--- config.mk ---
export PLATFORM = sky130hd
export DESIGN_NAME = mux4_rr_arbiter
export DESIGN_NICKNAME = d
export VERILOG_FILES = /design/src/rtl/mux4_arb_pkg.sv /design/src/rtl/mux4t01.sv /design/src/rtl/rr_pick4.sv /design/src/rtl/mux4_rr_arbiter.sv
export SDC_FILE = /design/constraint.sdc
export NUM_CORES = 1
export LEC_CHECK = 0
export CORE_MARGIN = 1.5
export CORE_UTILIZATION = 37
export CTS_BUF_LIST = sky130_fd_sc_hd__clkbuf_4
export DETAILED_ROUTE_END_ITERATION = 10
export PLACE_DENSITY = 0.84
export SLEW_MARGIN = 5
export SYNTH_ARGS = -nofsm -noshare
export SYNTH_HDL_FRONTEND = slang
export SYNTH_HIERARCHICAL = 1
export SYNTH_SLANG_ARGS = --single-unit
--- constraint.sdc ---
create_clock -name clk -period 2.9 [get_ports clk]
set_clock_uncertainty 0.1 [all_clocks]
set_input_delay 0.725 -clock clk [delete_from_list [all_inputs] [get_ports clk]]
set_output_delay 0.725 -clock clk [all_outputs]
set_load 0.03 [all_outputs]
--- src/rtl/mux4_arb_pkg.sv ---
// Shared constants and types for the four-way round-robin arbiter.
package mux4_arb_pkg;

  localparam int unsigned NUM_REQ = 4;
  localparam int unsigned SEL_W   = 2;

  // Mux select encoding, {s1,s0}
  localparam logic [SEL_W-1:0] SEL_A = 2'b00;
  localparam logic [SEL_W-1:0] SEL_B = 2'b01;
  localparam logic [SEL_W-1:0] SEL_C = 2'b10;
  localparam logic [SEL_W-1:0] SEL_D = 2'b11;

  typedef enum logic {
    ST_EMPTY,
    ST_FULL
  } arb_state_e;

endpackage

--- src/rtl/mux4t01.sv ---
// 4:1 word mux, select {s1,s0}: 00=a, 01=b, 10=c, 11=d.
module mux4t01
  import mux4_arb_pkg::*;
#(
  parameter int unsigned WIDTH = 16
) (
  input  logic [WIDTH-1:0] a,
  input  logic [WIDTH-1:0] b,
  input  logic [WIDTH-1:0] c,
  input  logic [WIDTH-1:0] d,
  input  logic             s1,
  input  logic             s0,
  output logic [WIDTH-1:0] y
);

  // Decode the two select bits onto the four inputs
  always_comb begin
    y = a;
    case ({s1, s0})
      SEL_A:   y = a;
      SEL_B:   y = b;
      SEL_C:   y = c;
      SEL_D:   y = d;
      default: y = a;
    endcase
  end

endmodule

--- src/rtl/rr_pick4.sv ---
// Pointer-rotated priority picker: first set req bit scanning ptr, ptr+1, ... mod 4.
module rr_pick4
  import mux4_arb_pkg::*;
(
  input  logic [NUM_REQ-1:0] req,
  input  logic [SEL_W-1:0]   ptr,
  output logic               any,
  output logic [SEL_W-1:0]   win
);

  logic [SEL_W-1:0] idx;

  // Scan from the farthest offset down so the nearest requester to ptr wins last
  always_comb begin
    any = |req;
    win = ptr;
    idx = ptr;
    for (int k = NUM_REQ - 1; k >= 0; k--) begin
      idx = ptr + SEL_W'(k);
      if (req[idx]) begin
        win = idx;
      end
    end
  end

endmodule

--- src/rtl/mux4_rr_arbiter.sv ---
// Round-robin arbiter sharing one 4:1 word mux among four valid/ready requesters,
// with a registered valid/ready output stage.
// Optional macro ARB_LOCK_EN adds req_lock: a locked winner keeps priority for up to
// HOLD_MAX consecutive beats.
module mux4_rr_arbiter
  import mux4_arb_pkg::*;
#(
  parameter int unsigned WIDTH    = 16
`ifdef ARB_LOCK_EN
  ,
  parameter int unsigned HOLD_MAX = 8
`endif
) (
  input  logic               clk,
  input  logic               rst_n,
  input  logic [NUM_REQ-1:0] req_valid,
  input  logic [WIDTH-1:0]   req_data_a,
  input  logic [WIDTH-1:0]   req_data_b,
  input  logic [WIDTH-1:0]   req_data_c,
  input  logic [WIDTH-1:0]   req_data_d,
`ifdef ARB_LOCK_EN
  input  logic [NUM_REQ-1:0] req_lock,
`endif
  output logic [NUM_REQ-1:0] req_ready,
  output logic               out_valid,
  input  logic               out_ready,
  output logic [WIDTH-1:0]   out_data,
  output logic               out_s1,
  output logic               out_s0
);

  arb_state_e       state_q;
  logic [SEL_W-1:0] ptr_q, ptr_d;
  logic [SEL_W-1:0] sel_q;
  logic [WIDTH-1:0] data_q;
  logic [SEL_W-1:0] win;
  logic [WIDTH-1:0] mux_y;
  logic             any;
  logic             load;
  logic             accept;

  rr_pick4 u_pick (
    .req (req_valid),
    .ptr (ptr_q),
    .any (any),
    .win (win)
  );

  mux4t01 #(
    .WIDTH (WIDTH)
  ) u_mux (
    .a  (req_data_a),
    .b  (req_data_b),
    .c  (req_data_c),
    .d  (req_data_d),
    .s1 (win[1]),
    .s0 (win[0]),
    .y  (mux_y)
  );

  assign out_valid = (state_q == ST_FULL);
  assign out_data  = data_q;
  assign out_s1    = sel_q[1];
  assign out_s0    = sel_q[0];
  assign load      = !out_valid || out_ready;
  // rst_n gates the grant so nothing is accepted while reset is held
  assign accept    = rst_n && load && any;
  assign req_ready = accept ? ({{(NUM_REQ - 1){1'b0}}, 1'b1} << win) : '0;

`ifdef ARB_LOCK_EN
  logic [7:0] hold_q, hold_d;
  logic [8:0] run;

  // Beat count of the current winner; a winner other than the held ptr starts afresh
  always_comb begin
    run = (win == ptr_q) ? ({1'b0, hold_q} + 9'd1) : 9'd1;
    if (req_lock[win] && (run < 9'(HOLD_MAX))) begin
      ptr_d  = win;
      hold_d = run[7:0];
    end else begin
      ptr_d  = win + 2'd1;
      hold_d = '0;
    end
  end
`else
  // Priority moves to the requester after the winner
  always_comb begin
    ptr_d = win + 2'd1;
  end
`endif

  // Output stage FSM with captured word, source select and priority pointer
  always_ff @(posedge clk or negedge rst_n) begin
    if (!rst_n) begin
      state_q <= ST_EMPTY;
      data_q  <= '0;
      sel_q   <= SEL_A;
      ptr_q   <= SEL_A;
`ifdef ARB_LOCK_EN
      hold_q  <= '0;
`endif
    end else begin
      case (state_q)
        ST_EMPTY: if (accept) state_q <= ST_FULL;
        ST_FULL:  if (out_ready && !accept) state_q <= ST_EMPTY;
        default:  state_q <= ST_EMPTY;
      endcase
      if (accept) begin
        data_q <= mux_y;
        sel_q  <= win;
        ptr_q  <= ptr_d;
`ifdef ARB_LOCK_EN
        hold_q <= hold_d;
`endif
      end
    end
  end

endmodule

* Word-level counts from Yosys, hierarchy flattened
Cells that the tools add are included.
Storage, ports and cells: register bits 21, bits of input ports 71
Operators by class: muxes and demuxes 17, bitwise gates (word level) 1, add/subtract/negate cells 4, equality and inequality tests 3, $lt $le $gt $ge 4, reduce and logical (&&, ||, !) cells 8, shift-type cells 1
Operators by type and width (count):
- one-hot mux 16 bit (4 select lines) | 1
- < comparator 2 x 3 -> 1 bit, second input constant | 4
- binary-select mux 1 bit (select 2 bit) | 4
- 2-to-1 mux 2 bit | 4
- 2-to-1 mux 1 bit | 6
- adder 2 x 1 -> 2 bit, second input constant | 2
- adder 2 bit, second input constant | 2
- equality test 2 bit, second input constant | 2
- 2-to-1 mux 4 bit | 1
- OR reduction 4 bit | 1
- << shifter 1 x 2 -> 4 bit, first input constant | 1
- logical AND 1 bit | 3
- equality test 2 x 1 -> 1 bit, second input constant | 1
- zero test 1 bit | 2
- zero test 2 bit | 1
- one-hot mux 1 bit (2 select lines) | 1
- logical OR 1 bit | 1
- NOT 1 bit | 1

* Longest topological paths before layout
Gate-level depths: netlist of the first run.
depth after elaboration 9, gate-level depth with buffers 7, mapped depth without buffers 6

* Hierarchy
Netlist of the first run, hierarchy kept.
Modules (own cells, without submodules):
- mux4_rr_arbiter | cells each 58, instances 1, area an instance 888.4 um^2
- mux4t01 | cells each 20, instances 1, area an instance 424.2 um^2
- rr_pick4 | cells each 16, instances 1, area an instance 100.1 um^2

* Worst setup path before layout of the first run
Ideal clock, no wire load.
path kind input port to output port, start input req_valid[0], end output req_ready[1], cell stages on the path 6, slack 0.119 ns, data arrival time 1.956 ns, path buffers 0, cell sequence and2b_2 > or4_1 > nand2_1 > inv_1 > ha_1 > and2_1
On the way: longest elaborated chain between the ends 8, elaborated cells on any way between the ends 16
RTL lines:
- start: declaration | RTL line mux4_rr_arbiter.sv:16 | input logic [NUM_REQ-1:0] req_valid,
- binary-select mux 1 bit (select 2 bit) | RTL line rr_pick4.sv:20 | if (req[idx]) begin
- 2-to-1 mux 1 bit (not written as such) | RTL line rr_pick4.sv:20
- 2-to-1 mux 2 bit (3 in series) | RTL line rr_pick4.sv:20
- 2-to-1 mux 2 bit (*) | RTL line rr_pick4.sv:20
- via win[1] | RTL line mux4_rr_arbiter.sv:36 | logic [SEL_W-1:0] win;
- << shifter 1 x 2 -> 4 bit (*) | RTL line mux4_rr_arbiter.sv:68 | assign req_ready = accept ? ({{(NUM_REQ - 1){1'b0}}, 1'b1} << win) : '0;
- 2-to-1 mux 4 bit (*) | RTL line mux4_rr_arbiter.sv:68
- end: declaration | RTL line mux4_rr_arbiter.sv:24 | output logic [NUM_REQ-1:0] req_ready,
The timed path passes the listed nets; every way through them passes the cells marked *. The select of a mux whose other input is x is not followed.

* Worst setup path in the final report of the first run
start input req_valid[0], end output req_ready[3]
Same word-level chain as after synthesis.

==> results of run 1 <==
synthesized netlist by cell type:
cell / count
dfrtp_1: 21
and2b_2: 2
inv_1: 5
and2b_1: 1
nor2_1: 2
mux4_1: 6
or4_1: 1
buf_6: 3
o221a_2: 1
buf_12: 1
ha_1: 4
mux2_2: 20
nand2_1: 3
and2_1: 4
and3b_1: 1
nor3_1: 1
a2bb2oi_1: 1
o21ai_0: 3
a21oi_1: 1
a21oi_4: 1
buf_2: 2
mux4_2: 10
sequential cells by signal (all words and copies together), names as in the netlist:
| register | count |
|---|---|
| ptr_q | 2 |
| out_valid | 1 |
| sel_q | 2 |
| out_data | 16 |
final cells by class:
| cell class | instances | area [sq um] | share of cell area, % |
|---|---|---|---|
| timing repair buffer | 117 | 1129 | 42.73 |
| clock buffer | 4 | 30.03 | 1.137 |
| multi-input combinational | 62 | 877.1 | 33.21 |
| sequential | 21 | 526.8 | 19.94 |
| tap | 48 | 60.06 | 2.274 |
| inverter | 5 | 18.77 | 0.7106 |
cells in the final DEF (no fill, tap or decap):
| cell | netlist | final |
|---|---|---|
| clkdlybuf4s50_1 | 0 | 85 |
| buf_4 | 0 | 21 |
| mux2_2 | 20 | 20 |
| dfrtp_1 | 21 | 20 |
| mux4_2 | 10 | 10 |
| buf_6 | 3 | 8 |
| mux4_1 | 6 | 6 |
| and2_4 | 0 | 4 |
| clkbuf_4 | 0 | 4 |
| inv_1 | 5 | 3 |
| ha_4 | 0 | 3 |
| nand2_1 | 3 | 2 |
| inv_2 | 0 | 2 |
| clkbuf_2 | 0 | 2 |
| nor2_2 | 0 | 2 |
| and2b_2 | 2 | 2 |
| o21ai_1 | 0 | 2 |
| a21oi_4 | 1 | 1 |
| o21ai_0 | 3 | 1 |
| ha_2 | 0 | 1 |
| dfrtp_2 | 0 | 1 |
| buf_12 | 1 | 1 |
| a21oi_1 | 1 | 1 |
| a2bb2oi_2 | 0 | 1 |
| and2b_1 | 1 | 1 |
| o221a_2 | 1 | 1 |
| and3b_1 | 1 | 1 |
| nor3_1 | 1 | 1 |
| or4_4 | 0 | 1 |
| nand2_4 | 0 | 1 |
metal layers:
metal	part of all wire (%)	vias to the layer above	track usage (%)
met4	0	0	3.723
met1	41	646	26.95
li1	-	593	-
met3	7.6	0	4.861
met5	0	-	0
met2	51	60	36.21
per-stage QoR:
stage,hold slack [ns],util (%)
detailed placement,0.3954,67.05
CTS,0.4228,71.02
global route,0.4416,72.15
global placement,0.3907,67.05
floorplan,0.3294,-
finish,0.4170,72.15
cells by family (layout without fill, tap and decap cells):
| group | count (synthesis) | after routing | synth area share, % |
|---|---|---|---|
| muxes | 36 | 36 | 43.05 |
| DFF | 21 | 21 | 37.20 |
| and+or+nand+nor | 15 | 15 | 6.378 |
| buffers and inverters | 11 | 126 | 5.846 |
| AOI/OAI and AO/OA | 7 | 7 | 3.986 |
| adders and majority gates | 4 | 4 | 3.543 |
worst max-delay path, delay by kind of cell:
kind | cells | cell delay, ns
buffers and inverters | 3 | 0.33
and+or+nand+nor | 4 | 0.94
adders and majority gates | 1 | 0.12
where the power goes:
group          internal (mW)  switching (mW)  total (mW)
combinational          0.839           0.681        1.52
sequential             0.438          0.0889       0.527
clock                 0.0630          0.0910       0.154
total                   1.34           0.861        2.20
what timing repair did:
action | 4_1_cts | 5_1_grt
pin swaps | 5 | 3
hold buffers | 0 | 0
setup endpoints to repair | 12 | 4
gates resized for setup | 33 | 11
setup buffers | 7 | 2
worst paths after layout:
check	startpoint	endpoint	slack (ns)	cells past startpoint
setup / recovery	req_valid[0]	req_ready[3]	-0.04	8
hold / removal	out_data[8]$_DFFE_PN0P_	out_data[8]$_DFFE_PN0P_	0.42	1
setup reg to reg	ptr_q[0]$_DFFE_PN0P_	out_data[1]$_DFFE_PN0P_	0.28	10
hold reg to reg	out_data[8]$_DFFE_PN0P_	out_data[8]$_DFFE_PN0P_	0.42	1
max in group asynchronous	rst_n	ptr_q[1]$_DFFE_PN0P_	1.76	2
min in group asynchronous	rst_n	sel_q[1]$_DFFE_PN0P_	0.71	2
==> results.ini, run 1 <==
[outcome]
status=finished, violations left
violations=negative setup slack

[pwr]
power.total_mw=2.201
power.density_nw_per_um2=833.3
ir_worst_vdd_v=0.0003667
leakagePower_nw=1.095

[die]
die_x_microns=64.79
io_pins=94
dieArea_sq_um=4198
core.rowCount=22
die_h_microns=64.79
core_area_sq_um=3661
initial_utilization_pct=38.59

[critical_path]
critPathLaunchType=primary input
cp-end-kind=primary output
cp.arrival_ns=2.11
crit_type=in -> out
worstPathRequired_ns=2.08
crit_path_max_fanout=3
critPathMostFrequentCell=buf_6
worstPathCellList=buf_6 -> and2b_2 -> or4_4 -> nand2_4 -> buf_6 -> ha_4 -> and2_4 -> buf_6
max_stage_delay_ns=0.53
slowest_stage=or4_4

[grt]
grt_pass1_vias=1381
grtUsageTotal_pct=20.91
antenna_found_initial=0
grt_max_degree=22
overflow=0
grt_pass1_wl_mm=6.693

[finish]
fin_nets=285
area_growth_pct=86.98
diodes=0
drive_gt1_share_pct=41.15
fill_cells=247
fin_area_sq_um=2641
instances_no_fill=257

[timing]
timing.setup.tns_ns=-0.1009
worstMarginPinSlew_ns=0.3492
rsz0062_at_grt=yes
setup_ws_ns=-0.03812
finalSetupViolCount=3
maxSlewViolCount=0
slew_headroom_pct=76.65
period_minus_slack_ns=2.938
fmax_mhz=340.4
hold_viol_final=0
finalCritPeriodShare_pct=101.3

[drt]
routed_wl_mm=4.301
drt_pass1_iterations=4
route.detailed.drc=0
via_per_inst=5.054
post_drt_wl_per_cell_microns=16.74
antenna_left=0
vias=1299
drt_iter0_drc=73

[placed_design]
gp_congestion=0.7604
placed_area_sq_um=2455
place_inst=244
hpwl_mm=3.221
pre_cts_ws_ns=-0.4464
io_buffer_count=93

[yosys]
synth.largest_area_cell=dfrtp_1
synth_top_area_share_pct=37.20
synth_area_per_cell_sq_um=15.03
yosysWarnings=6
synth_area_sq_um=1413
yosysUniqueCellTypes=22
synth_seq_cells=21
synth_area_leaders=dfrtp_1, mux2_2, mux4_2, mux4_1, ha_1
syn_nets=169
yosysSeqAreaShare_pct=37.20
synthCells=94

[clock_network]
clkLatencyLatePin_ns=0.30
clk_pin_slew_ns=0.12
numCtsBuffers=3
cts-root-buf=clkbuf_4
htree_levels=1
cts_tree=yes
cts_buffer_depth=2
clock-sinks=21

[hold_path]
hp-class=reg -> reg

[job]
maxCapViolCount=0

(Power assumes the default switching activity.)
==> inputs of run 2 (changes only) <==
==> constraint.sdc (replaced) <==
create_clock -name clk -period 2.9 [get_ports clk]
set_clock_uncertainty 0.1 [all_clocks]
set_input_delay 0.29 -clock clk [delete_from_list [all_inputs] [get_ports clk]]
set_output_delay 0.29 -clock clk [all_outputs]
set_load 0.03 [all_outputs]
==> results.ini, run 2 (synthesized netlist as in run 1, its figures left out) <==
[grt]
grtUsageTotal_pct=19.90  ; -1.0 points
grt_pass1_wl_mm=6.451  ; -3.6%
grt_pass1_vias=1387  ; +0.43%
grt_max_degree=22  ; unchanged
antenna_found_initial=0  ; unchanged
overflow=0  ; unchanged

[finish]
mostFrequentLayoutCell=clkdlybuf4s50_1
largest_reg_flops=16  ; unchanged
fill_cells=268  ; +8.5%
fin_nets=266  ; -6.7%
seqCellArea_sq_um=525.5  ; -0.24%
diodes=0  ; unchanged
area_growth_pct=70.42
multi_input_area_sq_um=804.5  ; -8.3%
drive_gt1_share_pct=24.74  ; -16 points
layout_common_cells=clkdlybuf4s50_1, dfrtp_1, mux2_2, mux4_2, buf_4

[timing]
fmax_mhz=362.6  ; +6.5%
holdWs_ns=0.2390  ; -0.1780 ns
rsz0062_at_grt=no
period_minus_slack_ns=2.758  ; -0.1802 ns
finalSetupViolCount=0  ; -3
finalCritPeriodShare_pct=95.10  ; -6.2 points
worstMarginPinSlew_ns=0.4691  ; +0.1199 ns
hold_viol_final=0  ; unchanged
maxSlewViolCount=0  ; unchanged
timing.setup.tns_ns=0  ; +0.1009 ns
slew_headroom_pct=68.66  ; -8.0 points

[critical_path]
crit_path_max_fanout=11  ; +8
ff2ff_path_depth=6  ; -4
critPathLaunchType=primary input
crit_type=in -> out
worstPathRequired_ns=2.51  ; +0.43 ns
cp.arrival_ns=2.37  ; +0.26 ns
cp-end-kind=primary output

[placed_design]
hpwl_mm=3.215  ; -0.17%
gp_congestion=0.7395  ; -2.7%
io_buffer_count=93  ; unchanged

[pwr]
switching_share_pct=39.92  ; +0.79 points
power.total_mw=1.951  ; -11%
leakagePower_nw=0.9856  ; -10%
power.density_nw_per_um2=810.5  ; -2.7%
p_clk_share_pct=7.4  ; +0.4 points
p_switching_mw=0.7789  ; -9.6%
ir_worst_vdd_v=0.0003530  ; -3.7%
pwr-share-seq_pct=26.8  ; +2.9 points
internal_power_mw=1.172  ; -12%
p_comb_share_pct=65.9  ; -3.2 points

[clock_network]
hold_buffers=0  ; unchanged
cts_buffer_depth=2  ; unchanged
clk_pin_slew_ns=0.12  ; about the same
clkLatencyLatePin_ns=0.31  ; about the same
cts_tree=yes
numCtsBuffers=3  ; unchanged
cts-root-buf=clkbuf_4
clock-sinks=21  ; unchanged
htree_levels=1  ; unchanged
postCtsSetupBuffers=0  ; -7
ctsResizeCount=0  ; -100%

[job]
maxCapViolCount=0  ; unchanged

[drt]
antenna_left=0  ; unchanged
vias=1213  ; -6.6%
routed_wl_mm=3.998  ; -7.0%
via_per_inst=5.097  ; +0.83%
drt_pass1_iterations=5  ; +1
post_drt_wl_per_cell_microns=16.80  ; +0.38%
route.detailed.drc=0  ; unchanged
drt_iter0_drc=73  ; unchanged

[die]
io_pins=94  ; unchanged
initial_utilization_pct=38.59  ; unchanged
core_area_sq_um=3661  ; unchanged
die_x_microns=64.79  ; unchanged
die_h_microns=64.79  ; unchanged
dieArea_sq_um=4198  ; unchanged
core.rowCount=22  ; unchanged

[outcome]
status=finished clean

[hold_path]
hp-class=in -> async

[run 2: cell count changes in the layout (fill, tap and decap cells not counted), moves of 3 or more]
| cell | change |
|---|---|
| buf_4 | -13 |
| buf_6 | -8 |
| and2_1 | +4 |
| and2_4 | -4 |
| clkdlybuf4s50_1 | +4 |
| ha_1 | +4 |
| ha_4 | -3 |
[run 2: final timing paths]
path | start | endpoint | slack (ns)
setup / recovery | req_valid[3] | req_ready[2] | 0.14
hold / removal | rst_n | out_valid$_DFF_PN0_ | 0.24
setup reg to reg | ptr_q[0]$_DFFE_PN0P_ | out_data[14]$_DFFE_PN0P_ | 0.59
hold reg to reg | out_data[2]$_DFFE_PN0P_ | out_data[2]$_DFFE_PN0P_ | 0.42
max in group asynchronous | rst_n | sel_q[0]$_DFFE_PN0P_ | 2.24
min in group clk | out_data[2]$_DFFE_PN0P_ | out_data[2]$_DFFE_PN0P_ | 0.42
[run 2: stage by stage]
step	instance area (sq um)	util, %	setup WS (ns)	cells
2_1_floorplan	1413	-	0.5759	94
3_3_place_gp	2380	65.00	0.2489	234
3_5_place_dp	2380	65.00	0.1729	234
4_1_cts	2407	65.76	0.1774	238
5_1_grt	2407	65.76	0.07711	238
6_report	2407	65.76	0.1421	238
[run 2: worst max-delay path, cell delays in order]
cell,delay [ns]
clkdlybuf4s50_1,0.56
and3b_1,0.20
or4_1,0.50
nand2_1,0.14
buf_4,0.22
ha_1,0.16
and2_1,0.14
buf_4,0.16
[run 2: metal layers]
layer / track usage, % / routed length (microns) / up-vias
li1: - / - / 556
met1: 23.76 / 1612 / 590
met2: 36.21 / 2037 / 65
met3: 5.556 / 333 / 2
met4: 2.926 / 15 / 0
met5: 0 / 0 / -
[run 2: cell type report]
cell class | instances | share of cell area, %
inverter | 5 | 0.7796
clock buffer | 3 | 0.9356
tap | 48 | 2.495
multi-input combinational | 62 | 33.42
timing repair buffer | 98 | 40.33
clock inverter | 1 | 0.2079
sequential | 21 | 21.83
[run 2: power groups by stage]
stage / clock [mW] / combinational (mW) / sequential (mW)
2_1_floorplan: 0 / 0.561 / 0.777
3_3_place_gp: 0 / 1.26 / 0.520
3_5_place_dp: 0 / 1.29 / 0.528
4_1_cts: 0.151 / 1.30 / 0.522
5_1_grt: 0.162 / 1.36 / 0.537
6_report: 0.144 / 1.29 / 0.522
